### src/rtl/tpsram_be.sv
`timescale 1ns/1ps
`default_nettype none
//==============================================================================
// tpsram_be : 1R1W two-port memory, per-byte write enables, LAT-cycle reads,
//             write-first forwarding and optional post-reset clear engine.
// Rev 1.0
//==============================================================================
module tpsram_be #(
   parameter int W              = 32,
   parameter int N              = 128,
   parameter int LAT            = 1,
   parameter int CLEAR_ON_RESET = 1
) (
   input  logic                 clk,
   input  logic                 rst,
   output logic                 init_busy,
   input  logic                 wr_en,
   input  logic [$clog2(N)-1:0] wr_addr,
   input  logic [W-1:0]         wr_data,
   input  logic [W/8-1:0]       wr_be,
   input  logic                 rd_en,
   input  logic [$clog2(N)-1:0] rd_addr,
   output logic                 rd_valid,
   output logic [W-1:0]         rd_data
);

   localparam int B = W / 8;
   localparam int A = $clog2(N);

   localparam logic [A:0]   c_DEPTH = (A + 1)'(N);
   localparam logic [A-1:0] c_LAST  = A'(N - 1);

   generate
      if (W % 8 != 0) begin : g_chk_width
         $fatal(1, "tpsram_be: W must be a multiple of 8");
      end
      if (LAT < 1 || LAT > 3) begin : g_chk_lat
         $fatal(1, "tpsram_be: LAT must be in 1..3");
      end
      if (N < 2) begin : g_chk_depth
         $fatal(1, "tpsram_be: N must be at least 2");
      end
   endgenerate

   typedef enum logic [0:0] {
      S_CLEAR = 1'b0,
      S_READY = 1'b1
   } state_t;

   localparam state_t c_RESET_STATE = (CLEAR_ON_RESET != 0) ? S_CLEAR : S_READY;

   state_t           r_state;
   logic [A-1:0]     r_cnt;
   logic             r_init_busy;
   logic [W-1:0]     r_mem [N];
   logic [LAT-1:0]   r_pv;
   logic [W-1:0]     r_pd [LAT];

   logic             w_ready;
   logic             w_wr_inrange;
   logic             w_rd_inrange;
   logic             w_wr_ok;
   logic             w_rd_ok;
   logic             w_fwd;
   logic [W-1:0]     w_rd_word;

   assign w_ready      = (r_state == S_READY);
   assign w_wr_inrange = ({1'b0, wr_addr} < c_DEPTH);
   assign w_rd_inrange = ({1'b0, rd_addr} < c_DEPTH);
   assign w_wr_ok      = w_ready && wr_en && w_wr_inrange;
   assign w_rd_ok      = w_ready && rd_en;
   assign w_fwd        = w_wr_ok && (wr_addr == rd_addr);

   // Clear sequencer: one word per cycle, READY once word N-1 has been zeroed.
   always_ff @(posedge clk or posedge rst) begin
      if (rst) begin
         r_state     <= c_RESET_STATE;
         r_cnt       <= '0;
         r_init_busy <= (CLEAR_ON_RESET != 0);
      end else begin
         case (r_state)
            S_CLEAR: begin
               if (r_cnt == c_LAST) begin
                  r_state     <= S_READY;
                  r_init_busy <= 1'b0;
                  r_cnt       <= '0;
               end else begin
                  r_cnt <= r_cnt + 1'b1;
               end
            end
            S_READY: begin
               r_state <= S_READY;
            end
            default: begin
               r_state <= c_RESET_STATE;
            end
         endcase
      end
   end

   always_ff @(posedge clk) begin
      if (r_state == S_CLEAR) begin
         r_mem[r_cnt] <= '0;
      end else if (w_wr_ok) begin
         for (int i = 0; i < B; i++) begin
            if (wr_be[i]) begin
               r_mem[wr_addr][8*i +: 8] <= wr_data[8*i +: 8];
            end
         end
      end
   end

   // Write-first: a same-cycle write to the read address shows through per byte.
   always_comb begin
      w_rd_word = '0;
      if (w_rd_inrange) begin
         w_rd_word = r_mem[rd_addr];
         for (int i = 0; i < B; i++) begin
            if (w_fwd && wr_be[i]) begin
               w_rd_word[8*i +: 8] = wr_data[8*i +: 8];
            end
         end
      end
   end

   // Data stages only advance with their valid so rd_data holds the last word.
   always_ff @(posedge clk or posedge rst) begin
      if (rst) begin
         r_pv <= '0;
         for (int i = 0; i < LAT; i++) begin
            r_pd[i] <= '0;
         end
      end else begin
         r_pv[0] <= w_rd_ok;
         if (w_rd_ok) begin
            r_pd[0] <= w_rd_word;
         end
         for (int i = 1; i < LAT; i++) begin
            r_pv[i] <= r_pv[i-1];
            if (r_pv[i-1]) begin
               r_pd[i] <= r_pd[i-1];
            end
         end
      end
   end

   assign init_busy = r_init_busy;
   assign rd_valid  = r_pv[LAT-1];
   assign rd_data   = r_pd[LAT-1];

endmodule
`default_nettype wire

### config.mk
export PLATFORM = sky130hd
export DESIGN_NAME = tpsram_be
export DESIGN_NICKNAME = d
export VERILOG_FILES = /design/src/rtl/tpsram_be.sv
export SDC_FILE = /design/constraint.sdc
export NUM_CORES = 2
export LEC_CHECK = 0
export ABC_AREA = 0
export BUFFER_PORTS_ARGS = -buffer_cell sky130_fd_sc_hd__clkbuf_2
export CORE_UTILIZATION = 25
export CTS_CLUSTER_SIZE = 20
export DETAILED_ROUTE_END_ITERATION = 16
export GPL_ROUTABILITY_DRIVEN = 0
export GPL_TIMING_DRIVEN = 0
export MAX_ROUTING_LAYER = met4
export PLACE_DENSITY = 0.5
export SLEW_MARGIN = 40
export SYNTH_ARGS = -nofsm -noshare
export SYNTH_HDL_FRONTEND = slang
export SYNTH_SLANG_ARGS = --single-unit
### constraint.sdc
create_clock -name clk -period 9.6 [get_ports clk]
set_clock_uncertainty 0.2 [all_clocks]
set_input_delay 1.44 -clock clk [delete_from_list [all_inputs] [get_ports clk]]
set_output_delay 1.44 -clock clk [all_outputs]
set_load 0.005 [all_outputs]
* After elaboration in Yosys (flattened, before gate mapping) *
Memory sizes are Yosys's and may differ from the RTL's. A register that Yosys moved wholly into a read port is not among the register bits.
Index checks and enable logic that the tools add are counted.

storage, ports and cells
  bits in writable memories = 4096
  logic and storage cells = 35
  input bits = 54
  memories kept = 1
  flip-flop bits (word level) = 10

memories
  memory  words  width  rd ports  clocked after memory_dff  wr ports  RTL line  text
  r_mem   128    32     1         1                         1         55        logic [W-1:0] r_mem [N];

operators by class
  multiplexer cells = 23
  $add $sub $neg = 1
  reduce and logical (&&, ||, !) cells = 4
  eq/ne operators = 1
  bitwise operators = 1

operator list
  operator                                                        number
  32-bit 2-to-1 mux                                               1
  32-bit OR reduction                                             1
  1-bit 2-to-1 mux                                                18
  7-bit 2-to-1 mux                                                2
  7-bit by 1-bit adder with 7-bit output (second input constant)  1
  7-bit equality test (second input constant)                     1
  4-bit 2-to-1 mux                                                1
  1-bit logical AND                                               2
  1-bit case mux with 2 select lines                              1
  2-bit AND reduction                                             1
  1-bit inverter                                                  1

* Logic depth before layout (Yosys ltp) *
  word-level depth = 6
  mapped depth = 14
  depth with buffers taken out = 7

* Worst setup path after synthesis *
OpenSTA, ideal clock, no wires.

  kind = input to register
  start point = in wr_en
  end point = mem r_mem[0][24], data pin
  arrival time = 3759 ps
  setup time = 541 ps
  stages on the path = 4
  path buffers = 2
  setup slack = 5101 ps
  cells stage by stage = and2_1 -> clkbuf_1 -> clkbuf_1 -> and3_1

on the way
  cells in the longest elaborated chain, start to end = 6
  elaborated cells between the ends (all ways) = 15

ends and longest elaborated chain
  what                                    RTL line  text
  start: declaration                      17        input logic wr_en,
  1-bit logical AND *                     70        assign w_wr_ok = w_ready && wr_en && w_wr_inrange;
  1-bit 2-to-1 mux                        104       end else if (w_wr_ok) begin
  1-bit 2-to-1 mux                        102       if (r_state == S_CLEAR) begin
  1-bit 2-to-1 mux (not written as such)  107       r_mem[wr_addr][8*i +: 8] <= wr_data[8*i +: 8];
  32-bit OR reduction (no source line) *  -
  32-bit 2-to-1 mux (no source line) *    -
  end: declaration                        55

Every way passes the cells marked *; elsewhere a longest branch is shown, timed or not.

==> impl_metrics.env <==
export IMPL_outcome="finished clean"
export IMPL_finalNonFillerCells=18200
export IMPL_cp_cell_sequence="clkbuf_2, buf_4, nand2b_1, buf_4, buf_2, buf_2, buf_2, buf_12, o221ai_1, a21oi_1, nor4_1, nand4_1, a211o_1, a21oi_1"
export IMPL_synth_edf_count=4096
export IMPL_synth_common_cells="edfxtp_1 (4096), mux2i_1 (658), nor2_1 (657)"
export IMPL_synth_top_area_frac=0.756
export IMPL_multi_input_area_um2=37300
export IMPL_finalSetupViolations=0
export IMPL_avgSynthCellArea_um2=19.4
export IMPL_placed_cell_area_um2=180000
export IMPL_synthToLayoutAreaGrowth_pct=19.5
export IMPL_pin_count=88
export IMPL_drt_pass1_iterations=6
export IMPL_final_nets=9212
export IMPL_async_flop_share=0.0101
export IMPL_yosys_area_top_type="edfxtp_1"
export IMPL_arrival_ns=7.92
export IMPL_ant_nets=0
export IMPL_rsz0062_at_grt="false"
export IMPL_worstPathMaxFanout=12
export IMPL_max_cap_violations=0
export IMPL_max_stage_delay_ns=0.85
export IMPL_post_route_period_util=0.747
export IMPL_power_per_cell_area_nw_per_um2=196
export IMPL_wl_met1_um=275000
export IMPL_setup_slack_ns=2.43
export IMPL_wl_met2_um=307000
export IMPL_post_synth_top_count_cell="edfxtp_1"
export IMPL_dieArea_um2=654000
export IMPL_die_w_um=809
export IMPL_cpMostUsedCell="buf_2"
export IMPL_grt_start_max_net_pins=50
export IMPL_post_drt_wl_per_cell_um=39.7
export IMPL_track_usage=0.219
export IMPL_wl_um=724000
export IMPL_coreArea_um2=649000
export IMPL_ys_top_cells_by_area="edfxtp_1 (76%), mux4_2 (8.7%), mux2i_1 (4.0%), nor2_1 (1.5%), o221ai_1 (1.4%)"
export IMPL_cts_tree="built"
export IMPL_rows=296
export IMPL_cp_start_kind="input port"
export IMPL_cts_sinks=4138
export IMPL_netlist_instances=8394
export IMPL_clk_latency_ns=1.04
export IMPL_place_ws_ns=2.10
export IMPL_ir_worst_vdd_mv=0.156
export IMPL_maxUsedRoutingLayer="met4"
export IMPL_drive_above_1_share=0.281
export IMPL_power_leakage_nw=51.1
export IMPL_path_clk_slew_ns=0.06
export IMPL_start_util=0.251
export IMPL_cts_made_buffers=440
export IMPL_fin_total_pwr_mw=38.1
export IMPL_slew_headroom=0.215
export IMPL_fin_crit_ns=7.17
export IMPL_vias_per_cell=5.39
export IMPL_fmax_mhz=139
export IMPL_drc=0
export IMPL_n_fill_cell=63200
export IMPL_clock_path_buffers=4
export IMPL_path_class="input port to flip-flop"
export IMPL_ys_seq_area_frac=0.762
export IMPL_grt_pass1_wl_um=921000
export IMPL_dr_first_iter_drc_count=17800
export IMPL_clock_root_buffer="clkbuf_16"
export IMPL_dp_cells=17400
export IMPL_synthFlopType="edfxtp_1"
export IMPL_place_hpwl_um=527000
export IMPL_worstPathRequired_ns=10.35
export IMPL_final_area_um2=195000
export IMPL_antenna_found_initial=98
export IMPL_maxSlewViolCount=0
export IMPL_post_cts_setup_buffers=0
export IMPL_ys_warn_count=0
export IMPL_wl_met3_um=89500
export IMPL_slowest_stage="nand4_1"
export IMPL_die_y_um=809
export IMPL_route_vias_total=98300
export IMPL_cts_resized=0
export IMPL_grt_pass1_vias=90400
export IMPL_ys_types=78
export IMPL_htreeDepth=5
export IMPL_worst_slew_pin_slew_ns=1.17
export IMPL_gr_total_overflow=0
export IMPL_synth_area_um2=163000
export IMPL_final_seq_area_um2=124000
export IMPL_timing_hold_ws_ns=0.240
export IMPL_worstHoldPathType="input port to async pin"
export IMPL_numPortBuffers=82
export IMPL_hold_viol_final=0
export IMPL_end_kind="flip-flop"
export IMPL_ys_ff_latch=4138
export IMPL_synth_fp_nets=8449
export IMPL_cts_hold_buf=0
[cells by family after synthesis]
group,count (synthesis),synth area share
buffers and inverters,554,0.0185
AO/OA/AOI/OAI,1128,0.0498
AND/OR/NAND/NOR,1119,0.0305
adder cells (fa/ha/maj),1,0.0000769
XOR/XNOR,6,0.000323
flip-flops,4138,0.762
multiplexers,1448,0.139
[sequential cells by signal (all words and copies together) (netlist names)]
name,cells
init_busy,1
r_cnt,7
r_mem,4096
r_state,1
rd_data,32
rd_valid,1
[per-stage QoR]
step	TNS (ns)	utilization
floorplan	0	-
global placement	-8.23	0.268
detailed placement	0	0.278
CTS	0	0.299
global route	0	0.300
finish	0	0.300
[area by class of cell]
class / instances / area share
timing repair buffer: 321 / 0.0249
antenna: 90 / 0.00116
buffer: 541 / 0.0175
tap: 8642 / 0.0556
inverter: 13 / 0.000277
sequential: 4138 / 0.638
multi-input combinational: 3702 / 0.192
clock inverter: 224 / 0.0113
clock buffer: 570 / 0.0598
[path summary, 6_finish.rpt]
kind / start / endpoint / slack, ns / cells after the start
setup / recovery: rd_addr[1] / rd_data[14] / 2.43 / 14
hold / removal: rst / init_busy / 0.24 / 2
setup reg to reg: r_state / r_mem[64][9] / 4.59 / 8
hold reg to reg: init_busy / init_busy / 0.28 / 1
max in group asynchronous: rst / rd_data[23] / 8.47 / 3
min in group clk: init_busy / init_busy / 0.28 / 1
[power by group]
group / internal (mW) / total (mW) / switching (mW)
sequential: 19.5 / 19.5 / 0
clock: 9.35 / 16.8 / 7.45
combinational: 0.428 / 1.76 / 1.33
[layout by cell type, fill, tap and decap left out, types with 25 or more instances in the layout]
cell / count
edfxtp_1: 4096
mux2i_1: 656
mux4_2: 630
clkbuf_16: 442
nor2_2: 386
nor2_1: 270
o221ai_1: 259
clkbuf_1: 206
clkbuf_2: 198
nand2_1: 169
o22ai_1: 163
mux2_2: 160
a21oi_1: 157
buf_2: 134
buf_12: 126
buf_4: 118
o21ai_0: 114
clkinv_1: 93
diode_2: 90
a221oi_1: 76
clkinv_2: 64
clkbuf_4: 58
buf_6: 58
buf_16: 52
a22oi_1: 50
and2_1: 42
dfrtp_1: 41
nor4_1: 36
a211oi_1: 33
and3_4: 32
a2111oi_2: 32
nand4_1: 31
nor2b_1: 30
bufinv_16: 30
a21oi_2: 29
a22o_1: 29
nor3_1: 28
a31oi_1: 27
a211o_1: 25
[layer usage]
metal | up-vias | track usage
met5 | - | -
met4 | 0 | 0.132
met3 | 1472 | 0.0696
met2 | 7420 | 0.306
met1 | 53000 | 0.276
li1 | 36500 | -
[worst max-delay path: cells and delay by family]
family,cells,cell delay [ns]
buffers and inverters,7,2.95
AND/OR/NAND/NOR,3,2.03
AO/OA/AOI/OAI,4,1.34
No activity file was read; power rests on OpenSTA's default activity.
